## src/rtl/debug_tasks.sv

```systemverilog
// Debug-print prefix generator: on start, snapshots a free-running timestamp, a
// name and an id, and streams "[T] NAME ID: " one ASCII character per handshake.
module debug_tasks #(
  parameter int NAME_BYTES = 16,
  parameter int ID_W       = 8,
  parameter int TS_W       = 16
) (
  input  logic                    clk,
  input  logic                    reset,
  input  logic                    start,
  input  logic [8*NAME_BYTES-1:0] name,
  input  logic [ID_W-1:0]         id,
  output logic [7:0]              char_out,
  output logic                    char_valid,
  input  logic                    char_ready,
  output logic                    busy,
  output logic                    done
);

  function automatic int dec_digits(input int w);
    longint unsigned v;
    int n;
    v = (64'd1 << w) - 64'd1;
    n = 1;
    while (v >= 10) begin
      v = v / 10;
      n++;
    end
    return n;
  endfunction

  localparam int T_DIG = dec_digits(TS_W);
  localparam int I_DIG = dec_digits(ID_W);
  localparam int DIG   = (T_DIG > I_DIG) ? T_DIG : I_DIG;
  localparam int BCD_W = 4 * DIG;
  localparam int BIN_W = (TS_W > ID_W) ? TS_W : ID_W;
  localparam int STEPS = (BIN_W > NAME_BYTES) ? BIN_W : NAME_BYTES;
  localparam int CNT_W = $clog2(STEPS + 1);
  localparam int NB_W  = $clog2(NAME_BYTES + 1);
  localparam int IDX_W = $clog2(((NAME_BYTES > DIG) ? NAME_BYTES : DIG) + 1);
  localparam int NW    = 8 * NAME_BYTES;

  typedef enum logic [1:0] {IDLE, CONV, EMIT, DONE} state_t;
  typedef enum logic [3:0] {S_LB, S_TD, S_RB, S_SP1, S_NM, S_SP2, S_ID, S_COL, S_SP3, S_END} seg_t;

  // One shift-add-3 iteration: correct digits >= 5, then shift in the next binary bit.
  function automatic logic [BCD_W-1:0] dd_step(input logic [BCD_W-1:0] b, input logic in_bit);
    logic [BCD_W-1:0] a;
    a = b;
    for (int k = 0; k < DIG; k++)
      if (b[4*k +: 4] >= 4'd5) a[4*k +: 4] = b[4*k +: 4] + 4'd3;
    return {a[BCD_W-2:0], in_bit};
  endfunction

  function automatic logic [IDX_W-1:0] msd(input logic [BCD_W-1:0] b);
    logic [IDX_W-1:0] r;
    r = '0;
    for (int k = 0; k < DIG; k++)
      if (b[4*k +: 4] != 4'd0) r = IDX_W'(k);
    return r;
  endfunction

  state_t           state_q;
  seg_t             seg_q, seg_d;
  logic [IDX_W-1:0] idx_q, idx_d;
  logic [TS_W-1:0]  ts_q;
  logic [CNT_W-1:0] cnt_q;
  logic [7:0]       char_q;
  logic             vld_q, busy_q, done_q;
  logic [NW-1:0]    nsr_q, nbuf_q;
  logic [NB_W-1:0]  ncnt_q;
  logic [BIN_W-1:0] tbin_q, ibin_q;
  logic [BCD_W-1:0] tbcd_q, ibcd_q;
  logic             accept;
  logic [7:0]       cur_char, nsr_top;
  logic [IDX_W-1:0] t_msd, i_msd;

  assign accept  = start && (state_q == IDLE || state_q == DONE);
  assign nsr_top = nsr_q[NW-1 -: 8];
  assign t_msd   = msd(tbcd_q);
  assign i_msd   = msd(ibcd_q);

  // Snapshot + conversion datapath; name bytes are compacted (zeros dropped) in parallel.
  always_ff @(posedge clk) begin
    if (accept) begin
      nsr_q  <= name;
      nbuf_q <= '0;
      ncnt_q <= '0;
      tbin_q <= BIN_W'(ts_q);
      ibin_q <= BIN_W'(id);
      tbcd_q <= '0;
      ibcd_q <= '0;
    end else if (state_q == CONV) begin
      if (cnt_q < CNT_W'(BIN_W)) begin
        tbcd_q <= dd_step(tbcd_q, tbin_q[BIN_W-1]);
        ibcd_q <= dd_step(ibcd_q, ibin_q[BIN_W-1]);
        tbin_q <= tbin_q << 1;
        ibin_q <= ibin_q << 1;
      end
      if (cnt_q < CNT_W'(NAME_BYTES)) begin
        nsr_q <= nsr_q << 8;
        if (nsr_top != 8'h00) begin
          nbuf_q <= (nbuf_q << 8) | NW'(nsr_top);
          ncnt_q <= ncnt_q + 1'b1;
        end
      end
    end
  end

  // Character sequencer: seg_q/idx_q point at the next character to present.
  always_comb begin
    cur_char = 8'h00;
    seg_d    = seg_q;
    idx_d    = idx_q;
    case (seg_q)
      S_LB:  begin cur_char = 8'h5B; seg_d = S_TD; idx_d = t_msd; end
      S_TD:  begin
        cur_char = {4'h3, tbcd_q[4*idx_q +: 4]};
        if (idx_q == '0) seg_d = S_RB;
        else idx_d = idx_q - 1'b1;
      end
      S_RB:  begin cur_char = 8'h5D; seg_d = S_SP1; end
      S_SP1: begin
        cur_char = 8'h20;
        if (ncnt_q == '0) begin seg_d = S_ID; idx_d = i_msd; end
        else begin seg_d = S_NM; idx_d = IDX_W'(ncnt_q) - 1'b1; end
      end
      S_NM:  begin
        cur_char = nbuf_q[8*idx_q +: 8];
        if (idx_q == '0) seg_d = S_SP2;
        else idx_d = idx_q - 1'b1;
      end
      S_SP2: begin cur_char = 8'h20; seg_d = S_ID; idx_d = i_msd; end
      S_ID:  begin
        cur_char = {4'h3, ibcd_q[4*idx_q +: 4]};
        if (idx_q == '0) seg_d = S_COL;
        else idx_d = idx_q - 1'b1;
      end
      S_COL: begin cur_char = 8'h3A; seg_d = S_SP3; end
      S_SP3: begin cur_char = 8'h20; seg_d = S_END; end
      default: ;
    endcase
  end

  always_ff @(posedge clk or negedge reset) begin
    if (!reset) begin
      state_q <= IDLE;
      ts_q    <= '0;
      cnt_q   <= '0;
      seg_q   <= S_LB;
      idx_q   <= '0;
      char_q  <= 8'h00;
      vld_q   <= 1'b0;
      busy_q  <= 1'b0;
      done_q  <= 1'b0;
    end else begin
      ts_q   <= ts_q + 1'b1;
      done_q <= 1'b0;
      case (state_q)
        IDLE, DONE: begin
          if (start) begin
            state_q <= CONV;
            busy_q  <= 1'b1;
            cnt_q   <= '0;
          end else begin
            state_q <= IDLE;
          end
        end
        CONV: begin
          cnt_q <= cnt_q + 1'b1;
          if (cnt_q == CNT_W'(STEPS - 1)) begin
            state_q <= EMIT;
            seg_q   <= S_LB;
            idx_q   <= '0;
          end
        end
        EMIT: begin
          if (!vld_q || char_ready) begin
            if (seg_q == S_END) begin
              vld_q   <= 1'b0;
              char_q  <= 8'h00;
              busy_q  <= 1'b0;
              done_q  <= 1'b1;
              state_q <= DONE;
            end else begin
              char_q <= cur_char;
              vld_q  <= 1'b1;
              seg_q  <= seg_d;
              idx_q  <= idx_d;
            end
          end
        end
        default: state_q <= IDLE;
      endcase
    end
  end

  assign char_out   = char_q;
  assign char_valid = vld_q;
  assign busy       = busy_q;
  assign done       = done_q;

endmodule

```

## config.mk

```make
export PLATFORM = sky130hd
export DESIGN_NAME = debug_tasks
export DESIGN_NICKNAME = d
export VERILOG_FILES = /design/src/rtl/debug_tasks.sv
export SDC_FILE = /design/constraint.sdc
export NUM_CORES = 1
export LEC_CHECK = 0
export CAP_MARGIN = 20
export CORE_ASPECT_RATIO = 0.6
export CORE_MARGIN = 2
export CORE_UTILIZATION = 32
export DETAILED_ROUTE_END_ITERATION = 10
export PLACE_DENSITY = 0.5
export SETUP_SLACK_MARGIN = 0.02
export SLEW_MARGIN = 20
export SYNTH_ARGS = -nofsm -noshare
export SYNTH_HDL_FRONTEND = slang
export SYNTH_SLANG_ARGS = --single-unit
```

## constraint.sdc

```tcl
create_clock -name clk -period 8.9 [get_ports clk]
set_input_delay 1.78 -clock clk [delete_from_list [all_inputs] [get_ports clk]]
set_output_delay 1.78 -clock clk [all_outputs]
set_load 0.01 [all_outputs]
```

# Word-level counts from Yosys, hierarchy flattened
# Cells that the tools add are included.
# totals
register_bits	376
input_bits	140
out_inout_bits	11
# op_classes
add_sub_neg	15
magnitude_cmp	11
eq_ne	24
shifts	3
n_mux	60
bitwise_logic	1
reduce_logical	34
# op_table
cell	count
$mux 128	3
$or 128x8->128	1
$shiftx 128x9->8	1
$mux 4	14
$pmux 8 s7	1
$mux 16	3
$ge 4x3->1 const B	10
$mux 5	8
$shiftx 20x8->4	2
$pmux 4 s9	1
$add 4x2->4 const B	8
$mux 8	4
$reduce_bool 4->1	8
$pmux 5 s2	2
$pmux 5 s4	1
$add 16x1->16 const B	1
$eq 4x3->1 const B	4
$mux 2	7
$ne 3x3->1 const B	4
$add 5x1->5 const B	2
$logic_not 5->1	2
$mux 1	10
$ne 10x1->1 const B	1
$reduce_bool 2->1	5
29 further kinds	45

# Longest topological paths before layout
# Gate-level depths: netlist (run 1).
# logic_depth
ltp_word	10
mapped_depth	11
ltp_nobuf	7

# Least setup slack after synthesis (run 1)
# No wires, ideal clock.
# synth_path
kind	input port to flip-flop
from	input port start
to	register ibin_q[0] (enable)
arrival_time_ps	4936
setup_slack_ps	2698
stages	4
path_buffers	2
cell_sequence	clkbuf_1 > nand2_1 > clkbuf_1 > nand2_1
# synth_between
elab_chain_cells	3
elab_cells_between_ends	4
# synth_lines
item	line_no	source
from (decl)	10	input logic start,
$logic_and 1x1->1 *	78	assign accept = start && (state_q == IDLE || state_q == DONE);
$reduce_bool 2->1 (no source line)	--	
$reduce_and 2->1 (no source line) *	--	
to (signal assigned)	90	ibin_q <= BIN_W'(id);
to (signal assigned)	98	ibin_q <= ibin_q << 1;
to (decl)	72	logic [BIN_W-1:0] tbin_q, ibin_q;
# Every way passes the cells marked *; elsewhere a longest branch is shown, timed or not.
# A chain may end at the register's enable or synchronous reset.

# Worst setup path in the final report (run 1)
# layout_path
from	input port start
to	register nsr_q[29] (enable)
# layout_between
elab_chain_cells	3
elab_cells_between_ends	4
# layout_lines
item	line_no	source
$logic_and 1x1->1 *	78	
$reduce_bool 2->1 (no source line)	--	
$reduce_and 2->1 (no source line) *	--	
to (signal assigned)	86	nsr_q <= name;
to (signal assigned)	101	nsr_q <= nsr_q << 8;
to (decl)	70	logic [NW-1:0] nsr_q, nbuf_q;
# Marked as above.

==> summary.md, run 1 <==
| Metric | Value |
|---|---|
| Post-CTS setup buffer count | 0 |
| Syn avg cell area | 9.06 sq um |
| Wire per inst | 16.3 um |
| Final min period | 4.18 ns |
| CTS tree | built |
| Synth area leaders | edfxtp_1 26%, dfxtp_1 21%, nand2_1 17% |
| EDFF count, synth | 152 |
| Die area | 56300 sq um |
| Unrepaired setup endpoints after global routing | no |
| Final Max Tran Viols | 0 |
| Power, Total | 6.70 mW |
| 1st-iter DRT viols | 1218 |
| Core Util, Final | 38.6% |
| Clock sink count | 376 |
| Relative slew slack | 25.3% |
| ANT nets after route | 0 |
| First-pass detailed-route iteration total | 5 |
| Post-detail-place hpwl | 29.3 mm |
| Setup_tns | 0 ns |
| Initial antenna violation count | 1 |
| Post-synth ARST share | 11.4% |
| Syn Inst Count | 1920 |
| Area Growth Syn to Fin | 19.7% |
| Leakage | 8.01 nW |
| Skew final | 0.0232 ns |
| Synth Cell Area | 17400 sq um |
| FP Rows | 66 |
| Clock buffer count from CTS | 38 |
| Clk pwr share | 25.7% |
| Clock Path Buffers | 3 |
| Data arrival, critical path | 4.34 ns |
| Top-Level Pins | 151 |
| Max frequency | 0.239 GHz |
| FF+latch count, synth | 376 |
| Data required, critical path | 9.06 ns |
| Die Wd | 305 um |
| Synth top area share | 26.3% |
| Depth of the CTS H-tree | 2 |
| Initial core utilization | 32.2% |
| Largest net degree at the start of global routing | 199 |
| CP peak stage delay | 0.78 ns |
| Delay-heaviest family, CP | buffers and inverters |
| Kind of critical path | primary input to register |
| Worst path slowest cell | buf_4 |
| Vias in the first global route | 12843 |
| Max FO, Critical Path | 74 |
| Clock slew at reported path FFs | 0.07 ns |
| Gate power share | 32.8% |
| Post-placement cell count | 2683 |
| Core area | 53900 sq um |
| Sw power | 2.47 mW |
| Worst hold stages | 2 |
| Pwr dens | 322 nW/um^2 |
| CP Capture Type | register |
| Crit. path cell count | 5 |
| Port-buffer cells | 150 |
| Worst Hold Class | register to register |
| Vias per Instance | 4.86 |
| Sequential-to-total area share from yosys stat | 53.3% |
| Post-synth top cells | 770 x nand2_1, 204 x a21oi_1, 181 x dfxtp_1 |
| CTS Hold Bufs | 0 |
| Nets | 2178 |
| Status | finished clean |
| Synth warnings | 0 |
| Worst-path cell chain | clkdlybuf4s50_1, buf_4, nand2_4, nand2_4, buf_4 |
| Worst Setup Start Kind | primary input |
| GR Overflow Total | 0 |
| Max VDD drop | 0.183 mV |
| Crit path buffers/inverters | 3 |
| Sw frac | 36.9% |
| Most numerous cell in the Yosys netlist | nand2_1 |
| Layout cells sized above 1 | 6.23% |
| Top_reg_cell synth | dfxtp_1 |
| Max Cap Viol | 0 |
| Unique masters post-synth | 75 |
| Final Wtd Congestion | 0.864 |
| Root buffer cell | clkbuf_16 |
| Sequential power share | 41.5% |
| Gr usage total | 15.8% |
| Int Power | 4.23 mW |
| Die Y | 185 um |
| Worst-margin pin slew | 1.10 ns |
| PostCTS Resize Cnt | 0 |
| Clock Latency Late Sink | 0.55 ns |
| First-pass GRT wire length | 71.4 mm |
| Via count | 13380 |
| Reg2reg path depth | 9 |
| Non-filler cells, final | 2754 |
| DRC | 0 |
| Post-Route WL | 44.8 mm |
| Hold Fails Final Rpt | 0 |
| Crit share post-route | 46.9% |
| Yosys top cell by area | edfxtp_1 |
| Setup Viol. Count Final | 0 |
| Syn_nets | 2089 |
[stage by stage]
stage,hold WS (ns),instance area (sq um),setup WS (ns)
finish,0.447,20800,4.72
global route,0.463,20800,4.51
CTS,0.439,20800,4.69
detailed placement,0.446,19400,4.13
global placement,0.438,19400,4.11
floorplan,0.432,17400,2.70
[cells by family after synthesis]
| kind of cell | after synthesis | share of synthesized area, % |
|---|---|---|
| AOI/OAI and AO/OA | 298 | 9.64 |
| xor gates and xnor gates | 41 | 2.07 |
| adders and majority gates | 29 | 2.09 |
| buffers and inverters | 156 | 3.89 |
| DFF | 376 | 53.3 |
| muxes | 59 | 6.56 |
| and+or+nand+nor | 961 | 22.5 |
[tightest hold or removal path: stages, from the launching register on]
cell and delay, ns:
dfxtp_1 0.32, nand2_1 0.05, a21oi_1 0.05
[power by group through the flow]
stage / logic, mW / registers, mW / clock network, mW
6_report: 2.20 / 2.78 / 1.72
3_3_place_gp: 2.20 / 2.81 / 0
5_1_grt: 2.49 / 2.84 / 1.84
3_5_place_dp: 2.22 / 2.82 / 0
2_1_floorplan: 1.64 / 2.79 / 0
4_1_cts: 2.23 / 2.79 / 1.77
[worst paths after layout]
path	startpoint	to	slack [ns]
max	start	nsr_q[29]$_DFFE_PP_	4.72
min	nbuf_q[110]$_SDFFE_PP0P_	nbuf_q[118]$_SDFFE_PP0P_	0.45
max reg2reg	state_q[1]$_DFFE_PN0P_	ncnt_q[4]$_SDFFE_PP0P_	5.39
min reg2reg	nbuf_q[110]$_SDFFE_PP0P_	nbuf_q[118]$_SDFFE_PP0P_	0.45
max in group asynchronous	reset	idx_q[0]$_DFFE_PN0P_	7.04
min in group asynchronous	reset	ts_q[8]$_DFF_PN0_	1.32
[flip-flops by register name (all words and copies together), names as in the netlist]
signal      flops
ibin_q         16
ncnt_q          5
state_q         2
tbcd_q         20
cnt_q           5
busy            1
nsr_q         128
char_valid      1
nbuf_q        128
tbin_q         16
char_out        8
idx_q           5
ts_q           16
ibcd_q         20
done            1
seg_q           4
[placed cells by master, fill, tap and decap left out, drive strengths merged, types with 3 or more instances in the layout]
| cell | instances |
|---|---|
| clkinv | 5 |
| a211oi | 5 |
| nor4b | 3 |
| mux2i | 15 |
| o22ai | 3 |
| nand2 | 770 |
| nor4 | 3 |
| nand4 | 6 |
| clkdlybuf4s50 | 149 |
| o211ai | 4 |
| ha | 29 |
| edfxtp | 152 |
| xor2 | 14 |
| buf | 17 |
| clkbuf | 64 |
| o31ai | 3 |
| a31oi | 3 |
| mux2 | 4 |
| mux4 | 40 |
| nor3b | 3 |
| nor2b | 8 |
| nand3 | 29 |
| xnor2 | 27 |
| inv | 39 |
| o21ai | 40 |
| nor2 | 64 |
| a21oi | 204 |
| dfxtp | 181 |
| dfrtp | 43 |
| o22a | 6 |
| nand2b | 15 |
| nor3 | 18 |
| and3 | 18 |
| and2 | 11 |
[final cells by class]
type	instances	area, sq um
repair buffers	166	1630
multi-input cells	1388	7510
fillers	5420	33100
clock buffers	64	1280
inverters	39	146
diodes	1	2.50
clock inverters	6	80.1
flip-flops and latches	376	9270
well taps	714	893
[metal layers]
layer / wire length, um / up-vias / share of wire [%] / GRT usage [%]
li1: - / 6644 / - / -
met1: 22700 / 6396 / 51 / 23.6
met2: 18900 / 287 / 42 / 23.3
met3: 2410 / 53 / 5.4 / 3.06
met4: 705 / 0 / 1.6 / 3.56
met5: 0 / - / 0 / 0
No activity file was read; power rests on OpenSTA's default activity.
==> inputs of run 2 (changes only) <==
Clock period 8.9 ns to 4.05 ns, I/O delays scaled along.
==> run 2 against run 1 <==
Sequential share of layout area shrank 0.075 points. Worst setup slack lost 3.5 ns. Non-clock buffer count is 10 higher.
==> summary.md, run 2 (synthesized netlist as in run 1, its figures left out) <==
| Metric | Value |
|---|---|
| First-pass GRT wire length | 73.1 mm (+2.3%) |
| Via count | 13474 (+0.70%) |
| FP Rows | 66 (unchanged) |
| Post-placement cell count | 2693 (+0.37%) |
| Vias per Instance | 4.88 (+0.41%) |
| 1st-iter DRT viols | 978 (-20%) |
| Post-Route WL | 45.3 mm (+1.3%) |
| Area occupied by multi-input gates | 7520 sq um (+0.12%) |
| Worst path slowest cell | dfrtp_2 |
| Top-Level Pins | 151 (unchanged) |
| First-pass detailed-route iteration total | 7 (+2) |
| GR Overflow Total | 0 (unchanged) |
| Skew final | 0.0267 ns (+0.00346 ns) |
| Status | finished clean |
| Delay-heaviest family, CP | multiplexers |
| Final min period | 2.87 ns |
| PostCTS Resize Cnt | 0 (unchanged) |
| Reg2reg setup slack | 1.18 ns (-4.21 ns) |
| Unrepaired setup endpoints after global routing | no |
| Worst-margin pin slew | 0.947 ns (-0.157 ns) |
| Clock slew at reported path FFs | 0.06 ns (about the same) |
| Vias in the first global route | 13026 (+1.4%) |
| Hold Fails Final Rpt | 0 (unchanged) |
| Reg2reg start | idx_q[0]$_DFFE_PN0P_ |
| CP Launch Point | idx_q[0]$_DFFE_PN0P_ |
| Initial antenna violation count | 0 (-1) |
| Depth of the CTS H-tree | 2 (unchanged) |
| Crit. path cell count | 6 (+1) |
| Max VDD drop | 0.504 mV (+170%) |
| Fillers | 5362 (-1.1%) |
| CP Capture Point | char_out[2]$_DFFE_PN0P_ |
| Commonest non-fill, non-tap cells in the layout | 767 x nand2_1, 203 x a21oi_1, 181 x dfxtp_1, 152 x edfxtp_1, 149 x clkdlybuf4s50_1 |
| Clock Latency Late Sink | 0.55 ns (about the same) |
| Top flop regs | nbuf_q (128), nsr_q (128) |
| Met1 usage | 24.8% (+1.2 points) |
| Port-buffer cells | 150 (unchanged) |
| Dpl cell area | 19600 sq um (+0.88%) |
| Layout cells sized above 1 | 6.54% (+0.31 points) |
| Wire per inst | 16.4 um (+0.96%) |
| Final Cell Area | 20800 sq um (+0.17%) |
| Die Wd | 305 um (unchanged) |
| Data arrival, critical path | 3.26 ns (-1.08 ns) |
| DRC | 0 (unchanged) |
| Clock sink count | 376 (unchanged) |
| M3 GR Usage | 2.58% (-0.48 points) |
| Die Y | 185 um (unchanged) |
| Largest net degree at the start of global routing | 145 (-27%) |
| Max frequency | 0.349 GHz |
| CTS Hold Bufs | 0 (unchanged) |
| CTS tree | built |
| Final Wtd Congestion | 0.831 (-3.9%) |
| Gr usage total | 16.2% (+0.44 points) |
| Reg2reg end | char_out[2]$_DFFE_PN0P_ |
| Busiest grt layer | met1 |
| Area Growth Syn to Fin | 19.9% |
| CP peak stage delay | 0.77 ns (about the same) |
| Leakage | 8.03 nW (+0.25%) |
| Register area | 9270 sq um (unchanged) |
| Relative slew slack | 36.3% (+11 points) |
| ANT nets after route | 0 (unchanged) |
| Setup Viol. Count Final | 0 (unchanged) |
| Worst-path cell chain | buf_4, mux4_1, mux2i_1, nor3_1, a2111oi_1, a21oi_1 |
| Crit path buffers/inverters | 1 (-2) |
| GR met2 Demand/Resource | 24.2% (+0.87 points) |
| Final Max Tran Viols | 0 (unchanged) |
| CP Capture Type | register |
| Clock buffer count from CTS | 38 (unchanged) |
| Worst Setup Start Kind | register |
| Post-CTS setup buffer count | 0 (unchanged) |
| Non-filler cells, final | 2762 (+0.29%) |
| Die area | 56300 sq um (unchanged) |
| Pwr dens | 703 nW/um^2 (+120%) |
| Root buffer cell | clkbuf_16 |
| Setup_tns | 0 ns (unchanged) |
| Most common cell after layout, fill and taps aside | nand2_1 |
| Post-detail-place hpwl | 30.4 mm (+3.8%) |
| Kind of critical path | register to register |
| Worst Hold Class | primary input to asynchronous set/reset pin |
| Max FO, Critical Path | 17 (-77%) |
| # diodes | 0 (-1) |
| Data required, critical path | 4.44 ns (-4.62 ns) |
| Nets | 2188 (+0.46%) |
| Clock Path Buffers | 3 (unchanged) |
| Max Cap Viol | 0 (unchanged) |
| Initial core utilization | 32.2% (unchanged) |
| Reg2reg path depth | 6 (-3) |
| Crit share post-route | 70.8% |
| Core area | 53900 sq um (unchanged) |
-- run 2: cell types whose count changed in the layout (fill, tap and decap cells not counted), sizes merged --
cell    delta
inv        -1
clkbuf     -8
clkinv     +8
buf       +10
diode      -1
-- run 2: routing by layer --
| layer | part of all wire [%] | vias to the layer above |
|---|---|---|
| met2 | 43 | 274 |
| met3 | 4.8 | 39 |
| li1 | - | 6681 |
| met4 | 1.1 | 0 |
| met5 | 0 | - |
| met1 | 51 | 6480 |
-- run 2: per-stage QoR --
stage                     util, %  hold WS, ns  setup WS [ns]  power, mW
after floorplan                 -        0.432          0.347       9.66
after global placement       36.4        0.439           1.11       11.2
after detailed placement     36.4        0.449           1.07       11.3
after CTS                    38.6        0.325           1.18       14.9
after global routing         38.6        0.375           1.06       15.7
final                        38.6        0.322           1.18       14.7
-- run 2: final cells by class --
class / instances / area share (%)
Clock inverter: 13 / 0.528
Multi-Input combinational cell: 1388 / 36.1
Sequential cell: 376 / 44.5
Timing Repair Buffer: 176 / 8.60
Clock buffer: 56 / 5.36
Inverter: 39 / 0.702
Tap cell: 714 / 4.29
-- run 2: how the worst min path moves through the flow --
stage / from / to / slack [ns] / depth (start not counted)
2_1_floorplan: nbuf_q[121]$_SDFFE_PP0P_ / nbuf_q[121]$_SDFFE_PP0P_ / 0.43 / 2
3_3_place_gp: nbuf_q[125]$_SDFFE_PP0P_ / nbuf_q[125]$_SDFFE_PP0P_ / 0.44 / 2
3_5_place_dp: nbuf_q[124]$_SDFFE_PP0P_ / nbuf_q[124]$_SDFFE_PP0P_ / 0.45 / 2
4_1_cts: reset / ts_q[8]$_DFF_PN0_ / 0.32 / 1
5_1_grt: reset / ts_q[6]$_DFF_PN0_ / 0.37 / 1
6_report: reset / ts_q[8]$_DFF_PN0_ / 0.32 / 1
-- run 2: where the power goes --
part	total, mW	switching (mW)	internal (mW)	leakage [nW]
registers	6.16	0.564	5.60	3.48
clock network	3.50	1.52	1.99	0.605
logic	5.00	3.38	1.62	3.94
==> inputs of run 3 (changes only) <==
Settings changed: PLACE_DENSITY 0.5 to 0.52.
Clock period 4.05 ns to 2.4 ns, I/O delays scaled along.
==> run 3 against run 2 <==
Global-route usage barely moved. Register-to-register slack got worse by 1.1 ns. Cell count is 1.6% higher. Critical endpoint is now idx_q[1]$_DFFE_PN0P_. Critical path depth is 1 higher. Die area stayed put. Sequential power rose by 67%. First-iteration DRC count grew 21%. Clock-buffer cell count decreased by 1. Power grew 75%. Cell area increased by 2.4%. Clock power up 69%.
==> summary.md, run 3 (synthesized netlist as in run 1, its figures left out) <==
| Metric | Value |
|---|---|
| Status | finished clean |
| Busiest grt layer | met1 |
| Largest net degree at the start of global routing | 105 (-28%) |
| Crit share post-route | 95.5% (+25 points) |
| Wire per inst | 16.2 um (-1.2%) |
| Clock sink count | 376 (unchanged) |
| CTS tree | built |
| Layout cells sized above 1 | 8.56% (+2.0 points) |
| Sw frac | 36.9% (-0.34 points) |
| Initial antenna violation count | 2 (+2) |
| Worst-margin pin slew | 0.690 ns (-0.258 ns) |
| Top flop regs | nbuf_q (128), nsr_q (128) |
| Met1 usage | 25.3% (+0.54 points) |
| Vias in the first global route | 13091 (+0.50%) |
| Kind of critical path | register to register |
| Unrepaired setup endpoints after global routing | yes |
| Final Cell Area | 21300 sq um (+2.4%) |
| Hold WS | 0.441 ns (+0.119 ns) |
| Relative slew slack | 53.4% (+17 points) |
| Commonest non-fill, non-tap cells in the layout | 767 x nand2_1, 203 x a21oi_1, 181 x dfxtp_1, 152 x edfxtp_1, 149 x clkdlybuf4s50_1 |
| Max Cap Viol | 0 (unchanged) |
| FP Rows | 66 (unchanged) |
| Via count | 13637 (+1.2%) |
| CP Capture Type | register |
| Gate power share | 37.1% (+3.0 points) |
| GR Overflow Total | 0 (unchanged) |
| Core area | 53900 sq um (unchanged) |
| Vias per Instance | 4.86 (-0.34%) |
| Reg2reg start | idx_q[0]$_DFFE_PN0P_ |
| Most common cell after layout, fill and taps aside | nand2_1 |
| Hold Fails Final Rpt | 0 (unchanged) |
| First-pass GRT wire length | 73.2 mm (+0.17%) |
| Clock slew at reported path FFs | 0.06 ns (about the same) |
| Port-buffer cells | 150 (unchanged) |
| Root buffer cell | clkbuf_16 |
| Data arrival, critical path | 2.71 ns (-0.55 ns) |
| Worst Hold Class | primary input to asynchronous set/reset pin |
| Die Wd | 305 um (unchanged) |
| 1st-iter DRT viols | 1181 (+21%) |
| Post-placement cell count | 2734 (+1.5%) |
| Die Y | 185 um (unchanged) |
| Max frequency | 0.436 GHz (+25%) |
| Clock buffer count from CTS | 38 (unchanged) |
| Skew final | 0.0173 ns (-0.00938 ns) |
| ANT nets after route | 0 (unchanged) |
| Area Growth Syn to Fin | 22.7% |
| # diodes | 0 (unchanged) |
| Final min period | 2.29 ns (-0.577 ns) |
| Clock Latency Late Sink | 0.55 ns (about the same) |
| Die area | 56300 sq um (unchanged) |
| Int Power | 16.2 mW (+76%) |
| Gr usage total | 16.2% (about the same) |
| Clock Path Buffers | 3 (unchanged) |
| Leakage | 8.29 nW (+3.3%) |
| DRC | 0 (unchanged) |
| First-pass detailed-route iteration total | 5 (-2) |
| Final Wtd Congestion | 0.883 (+6.2%) |
| Sequential power share | 39.9% (-2.1 points) |
| Post-Route WL | 45.5 mm (+0.29%) |
| Post-CTS setup buffer count | 0 (unchanged) |
| Dpl cell area | 20100 sq um (+2.5%) |
| Max FO, Critical Path | 8 (-9) |
| Initial core utilization | 32.2% (unchanged) |
| Pwr dens | 1200 nW/um^2 (+71%) |
| Post-detail-place hpwl | 31.4 mm (+3.1%) |
| Reg2reg end | idx_q[1]$_DFFE_PN0P_ |
| Setup Viol. Count Final | 0 (unchanged) |
| Depth of the CTS H-tree | 2 (unchanged) |
| Worst Setup Start Kind | register |
| Max VDD drop | 0.538 mV (+6.6%) |
| GR met2 Demand/Resource | 22.5% (-1.7 points) |
| Final Max Tran Viols | 0 (unchanged) |
| Nets | 2230 (+1.9%) |
| Top-Level Pins | 151 (unchanged) |
| Setup_tns | 0 ns (unchanged) |
| Reg2reg setup slack | 0.11 ns (-1.07 ns) |
| Data required, critical path | 2.82 ns (-1.62 ns) |
| Reg2reg path depth | 7 (+1) |
| Sw power | 9.48 mW (+74%) |
| Non-filler cells, final | 2805 (+1.6%) |
| Clk pwr share | 23.0% (-0.9 points) |
| M3 GR Usage | 3.68% (+1.1 points) |
| Core Util, Final | 39.6% (+0.91 points) |
run 3: worst max path at each step:
stage / slack [ns] / cells past startpoint / endpoint / from
after floorplan: 0.03 / 6 / ibin_q[0]$_SDFFCE_PN0P_ / state_q[0]$_DFFE_PN0P_
after global placement: 0.06 / 6 / char_out[3]$_DFFE_PN0P_ / char_ready
after detailed placement: 0.04 / 6 / char_out[3]$_DFFE_PN0P_ / char_ready
after CTS: 0.03 / 7 / char_out[3]$_DFFE_PN0P_ / state_q[0]$_DFFE_PN0P_
after global routing: 0.004 / 7 / char_out[3]$_DFFE_PN0P_ / state_q[0]$_DFFE_PN0P_
final: 0.11 / 7 / idx_q[1]$_DFFE_PN0P_ / idx_q[0]$_DFFE_PN0P_
run 3: final cells by class:
cell class	count	area, sq um
Timing Repair Buffer	218	2270
Sequential cell	376	9270
Tap cell	714	893
Multi-Input combinational cell	1388	7540
Clock buffer	55	1070
Fill cell	5314	32600
Inverter	39	154
Clock inverter	15	143
run 3: metrics by stage:
stage / setup slack, ns / total power, mW
2_1_floorplan: 0.0254 / 16.3
3_3_place_gp: 0.0624 / 19.9
3_5_place_dp: 0.0396 / 20.0
4_1_cts: 0.0255 / 26.0
5_1_grt: 0.00375 / 27.4
6_report: 0.109 / 25.7
run 3: timing repair:
item	4_1_cts	5_1_grt
hold endpoints to repair	43	0
hold buffers	1	0
endpoints found under the setup margin	0	3
gates resized for setup	0	2
run 3: power by group through the flow:
stage / Clock, mW / Sequential [mW] / Combinational, mW
detailed placement: 0 / 10.4 / 9.60
global placement: 0 / 10.4 / 9.49
global route: 6.36 / 10.4 / 10.6
CTS: 6.10 / 10.3 / 9.63
floorplan: 0 / 10.1 / 6.20
finish: 5.91 / 10.3 / 9.52
run 3: routing by layer:
metal	routed length [um]	vias up	part of all wire [%]
li1	-	6762	-
met3	2690	59	5.9
met1	23700	6512	52
met2	18300	300	40
met5	28	-	0.062
met4	684	4	1.5
run 3: worst max-delay path, stage by stage, from the launching register on:
cell and delay [ns]:
dfrtp_2 0.51, buf_4 0.20, inv_8 0.07, ha_4 0.11, or4b_4 0.46, o2111ai_2 0.26
a211o_2 0.26, mux2_4 0.31
